### src/rtl/spi_slave_ctrl.sv
// SPI mode-0 slave sequencer: oversamples cs/sclk/mosi in sys_clk,
// deframes command/data bytes and drives a small register-file port.
module spi_slave_ctrl #(
  parameter int SYNC_STAGES = 2,
  parameter int ADDR_W      = 3
) (
  input  logic              sys_clk,
  input  logic              sys_rst,
  input  logic              spi_cs_n,
  input  logic              spi_sclk,
  input  logic              spi_mosi,
  output logic              spi_miso,
  output logic              spi_miso_oe,
  output logic [ADDR_W-1:0] reg_addr,
  output logic [7:0]        reg_wdata,
  output logic              reg_we,
  output logic              reg_re,
  input  logic [7:0]        reg_rdata,
  output logic              busy,
  output logic              frame_err
);

  typedef enum logic [2:0] {
    WAIT_DESEL, IDLE, CMD, WR_DATA, RD_DATA
  } state_e;

  localparam logic [ADDR_W-1:0] ADDR_ONE = 1;

  logic [SYNC_STAGES-1:0] cs_sync_q, cs_sync_d;
  logic [SYNC_STAGES-1:0] sclk_sync_q, sclk_sync_d;
  logic [SYNC_STAGES-1:0] mosi_sync_q, mosi_sync_d;
  logic                   cs_dly_q, sclk_dly_q;

  state_e            state_q, state_d;
  logic [2:0]        bit_cnt_q, bit_cnt_d;
  logic [7:0]        rx_q, rx_d;
  logic [7:0]        tx_q, tx_d;
  logic [ADDR_W-1:0] addr_q, addr_d;
  logic [ADDR_W-1:0] reg_addr_q, reg_addr_d;
  logic [7:0]        reg_wdata_q, reg_wdata_d;
  logic              reg_we_q, reg_we_d;
  logic              reg_re_q, reg_re_d;
  logic              re_dly_q, re_dly_d;
  logic              inc_pend_q, inc_pend_d;
  logic              frame_err_q, frame_err_d;
  logic              miso_q, miso_d;
  logic              oe_q, oe_d;
  logic              busy_q, busy_d;

  logic       cs_s, sclk_s, mosi_s;
  logic       cs_rise, cs_fall, sclk_rise, sclk_fall;
  logic       byte_done;
  logic [7:0] rx_byte;

  assign cs_s      = cs_sync_q[SYNC_STAGES-1];
  assign sclk_s    = sclk_sync_q[SYNC_STAGES-1];
  assign mosi_s    = mosi_sync_q[SYNC_STAGES-1];
  assign cs_rise   = cs_s & ~cs_dly_q;
  assign cs_fall   = ~cs_s & cs_dly_q;
  assign sclk_rise = sclk_s & ~sclk_dly_q;
  assign sclk_fall = ~sclk_s & sclk_dly_q;
  assign rx_byte   = {rx_q[6:0], mosi_s};
  assign byte_done = sclk_rise && (bit_cnt_q == 3'd7);

  always_comb begin
    cs_sync_d   = {cs_sync_q[SYNC_STAGES-2:0], spi_cs_n};
    sclk_sync_d = {sclk_sync_q[SYNC_STAGES-2:0], spi_sclk};
    mosi_sync_d = {mosi_sync_q[SYNC_STAGES-2:0], spi_mosi};
    state_d     = state_q;
    bit_cnt_d   = bit_cnt_q;
    rx_d        = rx_q;
    tx_d        = tx_q;
    addr_d      = addr_q;
    reg_addr_d  = reg_addr_q;
    reg_wdata_d = reg_wdata_q;
    reg_we_d    = 1'b0;
    reg_re_d    = 1'b0;
    re_dly_d    = reg_re_q;
    inc_pend_d  = 1'b0;
    frame_err_d = 1'b0;

    // Address advances the cycle after a byte; reads prefetch right after.
    if (inc_pend_q) begin
      addr_d = addr_q + ADDR_ONE;
      if (state_q == RD_DATA) begin
        reg_re_d   = 1'b1;
        reg_addr_d = addr_q + ADDR_ONE;
      end
    end

    unique case (state_q)
      WAIT_DESEL: begin
        if (cs_s) state_d = IDLE;
      end
      IDLE: begin
        if (cs_fall) begin
          state_d   = CMD;
          bit_cnt_d = 3'd0;
          rx_d      = 8'h00;
          tx_d      = 8'h00;
        end
      end
      CMD, WR_DATA, RD_DATA: begin
        if (sclk_rise) begin
          rx_d      = rx_byte;
          bit_cnt_d = bit_cnt_q + 3'd1;
        end
        if (state_q == RD_DATA && sclk_fall && bit_cnt_q != 3'd0)
          tx_d = {tx_q[6:0], 1'b0};
        if (byte_done) begin
          if (state_q == CMD) begin
            addr_d = rx_byte[ADDR_W-1:0];
            if (rx_byte[7]) begin
              state_d    = RD_DATA;
              reg_re_d   = 1'b1;
              reg_addr_d = rx_byte[ADDR_W-1:0];
            end else begin
              state_d = WR_DATA;
            end
          end else if (state_q == WR_DATA) begin
            reg_we_d    = 1'b1;
            reg_addr_d  = addr_q;
            reg_wdata_d = rx_byte;
            inc_pend_d  = 1'b1;
          end else begin
            inc_pend_d = 1'b1;
          end
        end
        // A byte finishing on the deselect edge still counts as complete.
        if (cs_rise) begin
          state_d   = IDLE;
          bit_cnt_d = 3'd0;
          if (bit_cnt_q != 3'd0 && !byte_done) frame_err_d = 1'b1;
        end
      end
      default: state_d = WAIT_DESEL;
    endcase

    if (re_dly_q) tx_d = reg_rdata;

    oe_d   = (state_d == CMD) || (state_d == WR_DATA) ||
             (state_d == RD_DATA);
    busy_d = oe_d;
    miso_d = (state_d == RD_DATA) && tx_d[7];
  end

  always_ff @(posedge sys_clk) begin
    if (sys_rst) begin
      cs_sync_q   <= '0;
      sclk_sync_q <= '0;
      mosi_sync_q <= '0;
      cs_dly_q    <= 1'b0;
      sclk_dly_q  <= 1'b0;
      state_q     <= WAIT_DESEL;
      bit_cnt_q   <= 3'd0;
      rx_q        <= 8'h00;
      tx_q        <= 8'h00;
      addr_q      <= '0;
      reg_addr_q  <= '0;
      reg_wdata_q <= 8'h00;
      reg_we_q    <= 1'b0;
      reg_re_q    <= 1'b0;
      re_dly_q    <= 1'b0;
      inc_pend_q  <= 1'b0;
      frame_err_q <= 1'b0;
      miso_q      <= 1'b0;
      oe_q        <= 1'b0;
      busy_q      <= 1'b0;
    end else begin
      cs_sync_q   <= cs_sync_d;
      sclk_sync_q <= sclk_sync_d;
      mosi_sync_q <= mosi_sync_d;
      cs_dly_q    <= cs_s;
      sclk_dly_q  <= sclk_s;
      state_q     <= state_d;
      bit_cnt_q   <= bit_cnt_d;
      rx_q        <= rx_d;
      tx_q        <= tx_d;
      addr_q      <= addr_d;
      reg_addr_q  <= reg_addr_d;
      reg_wdata_q <= reg_wdata_d;
      reg_we_q    <= reg_we_d;
      reg_re_q    <= reg_re_d;
      re_dly_q    <= re_dly_d;
      inc_pend_q  <= inc_pend_d;
      frame_err_q <= frame_err_d;
      miso_q      <= miso_d;
      oe_q        <= oe_d;
      busy_q      <= busy_d;
    end
  end

  assign spi_miso    = miso_q;
  assign spi_miso_oe = oe_q;
  assign reg_addr    = reg_addr_q;
  assign reg_wdata   = reg_wdata_q;
  assign reg_we      = reg_we_q;
  assign reg_re      = reg_re_q;
  assign busy        = busy_q;
  assign frame_err   = frame_err_q;

endmodule

### config.mk
export PLATFORM = sky130hd
export DESIGN_NAME = spi_slave_ctrl
export DESIGN_NICKNAME = d
export VERILOG_FILES = /design/src/rtl/spi_slave_ctrl.sv
export SDC_FILE = /design/constraint.sdc
export NUM_CORES = 1
export LEC_CHECK = 0
export ABC_AREA = 1
export CORE_UTILIZATION = 54
export CTS_BUF_LIST = sky130_fd_sc_hd__clkbuf_4
export DETAILED_ROUTE_END_ITERATION = 7
export PLACE_DENSITY = 0.79
export SLEW_MARGIN = 20
export SYNTH_ARGS = -nofsm -noshare
export SYNTH_HDL_FRONTEND = slang
export SYNTH_SLANG_ARGS = --single-unit
export TNS_END_PERCENT = 10
### constraint.sdc
create_clock -name sys_clk -period 1.9 [get_ports sys_clk]
set_clock_uncertainty 0.05 [all_clocks]
set_input_delay 0.38 -clock sys_clk [delete_from_list [all_inputs] [get_ports sys_clk]]
set_output_delay 0.38 -clock sys_clk [all_outputs]
set_load 0.02 [all_outputs]
### Word-level counts from Yosys, hierarchy flattened

Index checks and enable logic that the tools add are counted.

* add/subtract/negate cells: 2
* equal/unequal tests: 13
* muxes and demuxes: 38
* bitwise operators: 12
* reduce and logical (&&, ||, !) cells: 20

Operators by type and width (number)
* 3-bit 2-to-1 mux: 20
* 8-bit 2-to-1 mux: 3
* 8-bit one-hot mux with 2 select lines: 1
* 7-bit 2-to-1 mux: 2
* 7-bit one-hot mux with 2 select lines: 1
* 3-bit by 2-bit equality test with 1-bit output (second input constant): 4
* 3-bit equality test (second input constant): 3
* 1-bit 2-to-1 mux: 9
* 3-bit inequality test (second input constant): 3
* 3-bit one-hot mux with 3 select lines: 1
* 3-bit AND reduction: 3
* 3-bit OR reduction: 3
* 1-bit NOT: 8
* 3-bit by 1-bit adder with 3-bit output (second input constant): 2
* 3-bit one-hot mux with 2 select lines: 1
* 3-bit nonzero test: 2
* 1-bit logical AND: 5
* 1-bit bitwise AND: 4
* 2-bit inequality test (second input constant): 2
* 4-bit AND reduction: 1
* 4-bit OR reduction: 1
* 3-bit by 1-bit equality test with 1-bit output (second input constant): 1
* 3-bit logical NOT: 1
* 1-bit logical OR: 2
* other kinds (2): 2

* register bits after elaboration: 50
* output and inout bits: 17

### Longest topological paths before layout

* word-level depth: 9
* mapped depth: 10

### Least setup slack after synthesis

OpenSTA, ideal clock, no wires.

* path kind: register -> register
* from: register bit_cnt_q[0]
* to: register reg_addr_q[2], in the netlist reg_addr[2]
* data arrival time: 1.355 ns
* data required time: 1.724 ns
* setup slack: 0.369 ns
* cell stages (with the launch flop): 10
* path buffers: 1
* cells stage by stage: dfxtp_1 -> ha_1 -> ha_1 -> nand3_1 -> inv_1 -> nand2_1 -> inv_2 -> buf_4 -> nand3_1 -> o211ai_1

* cells in the longest elaborated chain, start to end: 4

RTL lines
* start, declared: line 35 `logic [2:0] bit_cnt_q, bit_cnt_d;`
* start signal, assigned: line 176 `bit_cnt_q <= bit_cnt_d;`
* 3-bit equality test: line 63 `assign byte_done = sclk_rise && (bit_cnt_q == 3'd7);`
* 1-bit logical AND: line 63
* 3-bit 2-to-1 mux: line 110 `if (byte_done) begin`
* 3-bit 2-to-1 mux: line 91 `unique case (state_q)`
* end signal, assigned: line 180 `reg_addr_q <= reg_addr_d;`
* end, declared: line 39 `logic [ADDR_W-1:0] reg_addr_q, reg_addr_d;`

No other way between the ends.
A chain may end at the register's enable or synchronous reset.

### Worst setup path after layout

* from: register reg_addr_q[2], in the netlist reg_addr[2]
* to: output port reg_addr[2]

RTL lines
* end, declared: line 14 `output logic [ADDR_W-1:0] reg_addr,`

No word-level cell between the ends.

==> reports/summary.txt <==
post-CTS sizing: 0
fin nets: 336
Max clock buf depth: 2
Starting Density: 0.575
Worst Setup Start Kind: register
Die Width: 65.1 um
initial antenna violation count: 0
Sw Pwr: 0.361 mW
Reg2Reg Launch Point: bit_cnt_q[0]
Post-CTS Setup Repair Bufs: 0
setup ws final: 0.120 ns
GP Congestion: 0.878
part of the power in registers: 0.604
Yosys top cell area share: 0.465
post-route cell area: 2570 um2
Final Power: 1.77 mW
share of cells above drive strength 1: 0.0938
area leader, netlist: dfxtp_1
Slew Limit Fails: 0
first-pass GRT wire length: 7740 um
Layout area overhead: 19.4%
CP endpoint kind: output port
Pint: 1.41 mW
critical path's largest stage delay: 0.63 ns
grt met2 use: 0.371
HP Class: reg -> reg
Reg2Reg Depth: 8
Hold Path Origin: cs_sync_q[0]
Post-Syn Area: 2150 um2
largest net degree at the start of global routing: 21
port buffer count: 29
Syn Inst Count: 288
hold path cells: 2
met1 usage: 0.312
sw frac: 0.204
TNS Setup: 0 ns
RSZ-0062 raised after global routing: false
worst slew pin tran: 0.360 ns
peak supply drop: 536 uV
Arr. time, crit path: 1.35 ns
first-iteration detailed-routing DRC count: 154
Clk pwr share: 0.351
total number of vias: 1933
Buf/Inv on CP: 1
Layout Utilization: 0.686
Final Hold Viols: 0
reg-to-reg setup timing slack: 0.27 ns
H-tree levels: 2
antenna-violating nets left: 0
fin cells: 368
Crit-path slowest cell: clkdlybuf4s50_1
Syn Nets: 305
Finish-stage setup viols: 0
die area: 4240 um2
RR Endpoint: reg_wdata[3]
Reg clk slew, reported paths: 0.13 ns
WHS: 0.364 ns
Slew HR: 0.760
PD cells: 688 nW/um2
Synth cell types: 28
Logic pwr share: 0.045
CTS buffer count: 5
Critical Path Fanout Max: 2
WL final: 4390 um
num rows: 22
area post-placement: 2480 um2
family with the most delay on the worst path: buffers and inverters
register bit count reported by yosys: 50
sequential area share after synthesis: 0.465
total track usage: 0.234
commonest non-fill, non-tap cell in the layout: nand2_1
DP HPWL: 3230 um
Req. time, crit path: 1.47 ns
met3 usage: 0.0434
pre-CTS setup slack: 0.180 ns
hold buffers post-CTS: 0
First-pass DRT Iterations: 4
status: completed
clock latency on the worst-skew pair: 0.35 ns
Worst Hold Path EP: cs_sync_q[1]
wire per inst: 11.9 um
core area: 3740 um2
I/O Pins: 30
drt drc: 0
worst path cell trace: clkdlybuf4s50_1
ANT cells: 0
Clk Tree Root Cell: clkbuf_4
Syn Area/Cell: 7.47 um2
most frequent cells in the layout: nand2_1, dfxtp_1, inv_1
remaining global-route overflow: 0
Setup CP Type: reg -> out
CTS tree: built
Clock Sinks: 50
Static Leak: 1.08 nW
min Tclk post-route: 1.78 ns
Tcrit/Tclk final: 0.937
Max-Cap Viols: 0
GR peak layer: met2
Synth area leaders: dfxtp_1, nand2_1, nand3_1
fmax: 0.562 GHz
Yosys Warn Count: 0
vias per cell: 5.25
placed instance count: 360
vias in the first global route: 1772
Die Y: 65.1 um
## power groups by stage
stage | sequential (mW) | combinational, mW | clock (mW)
after global routing | 1.07 | 0.0888 | 0.680
after floorplan | 1.09 | 0.0422 | 0
final | 1.07 | 0.0798 | 0.619
after detailed placement | 1.09 | 0.0796 | 0
after global placement | 1.09 | 0.0787 | 0
after CTS | 1.07 | 0.0802 | 0.633
## final cells by class
cell class | count | area, um2
clock buffer | 7 | 52.6
clock inverter | 1 | 30.0
fill | 344 | 1170
inverter | 39 | 146
multi-input combinational | 191 | 966
sequential | 50 | 1000
tap | 48 | 60.1
timing repair buffer | 32 | 313
## cells by family (layout without fill, tap and decap cells)
logic type / after synthesis / in the layout / share of synthesized area
AND/OR/NAND/NOR: 131 / 131 / 0.275
AO/OA/AOI/OAI: 54 / 54 / 0.142
flip-flops: 50 / 50 / 0.465
buffers and inverters: 47 / 79 / 0.0867
adder cells (fa/ha/maj): 4 / 4 / 0.0233
XOR/XNOR: 2 / 2 / 0.00815
## registers in the layout (all words and copies together), names as in the netlist
signal       flops
addr_q           3
reg_re           1
sclk_dly_q       1
cs_sync_q        2
cs_dly_q         1
re_dly_q         1
bit_cnt_q        3
busy             1
sclk_sync_q      2
tx_q             8
frame_err        1
rx_q             7
state_q          3
inc_pend_q       1
mosi_sync_q      2
reg_we           1
reg_addr         3
spi_miso         1
reg_wdata        8
## Yosys cell counts, drive strengths merged
cell type  count
a211oi         1
a21oi         23
a22oi          7
buf            5
clkbuf         3
dfxtp         50
ha             4
inv           39
nand2         69
nand3         28
nand4          1
nor2          31
nor3           1
nor4           1
o2111ai        1
o211ai         3
o21ai         19
xnor2          1
xor2           1
## how the worst max path moves through the flow
stage / from / endpoint / slack, ns / depth (start not counted)
after floorplan: bit_cnt_q[0] / reg_addr[2] / 0.37 / 9
after detailed placement: bit_cnt_q[0] / tx_q[6] / 0.18 / 10
final: reg_addr[2] / reg_addr[2] / 0.12 / 1
after CTS: reg_addr[2] / reg_addr[2] / 0.11 / 1
after global routing: bit_cnt_q[0] / reg_wdata[3] / 0.07 / 8
after global placement: bit_cnt_q[0] / tx_q[6] / 0.21 / 10
## per-layer routing
| metal | wire [um] | up-vias |
|---|---|---|
| met1 | 2070 | 861 |
| met5 | 0 | - |
| met4 | 84 | 0 |
| li1 | - | 989 |
| met2 | 1980 | 75 |
| met3 | 257 | 8 |
No activity file was read; power rests on OpenSTA's default activity.
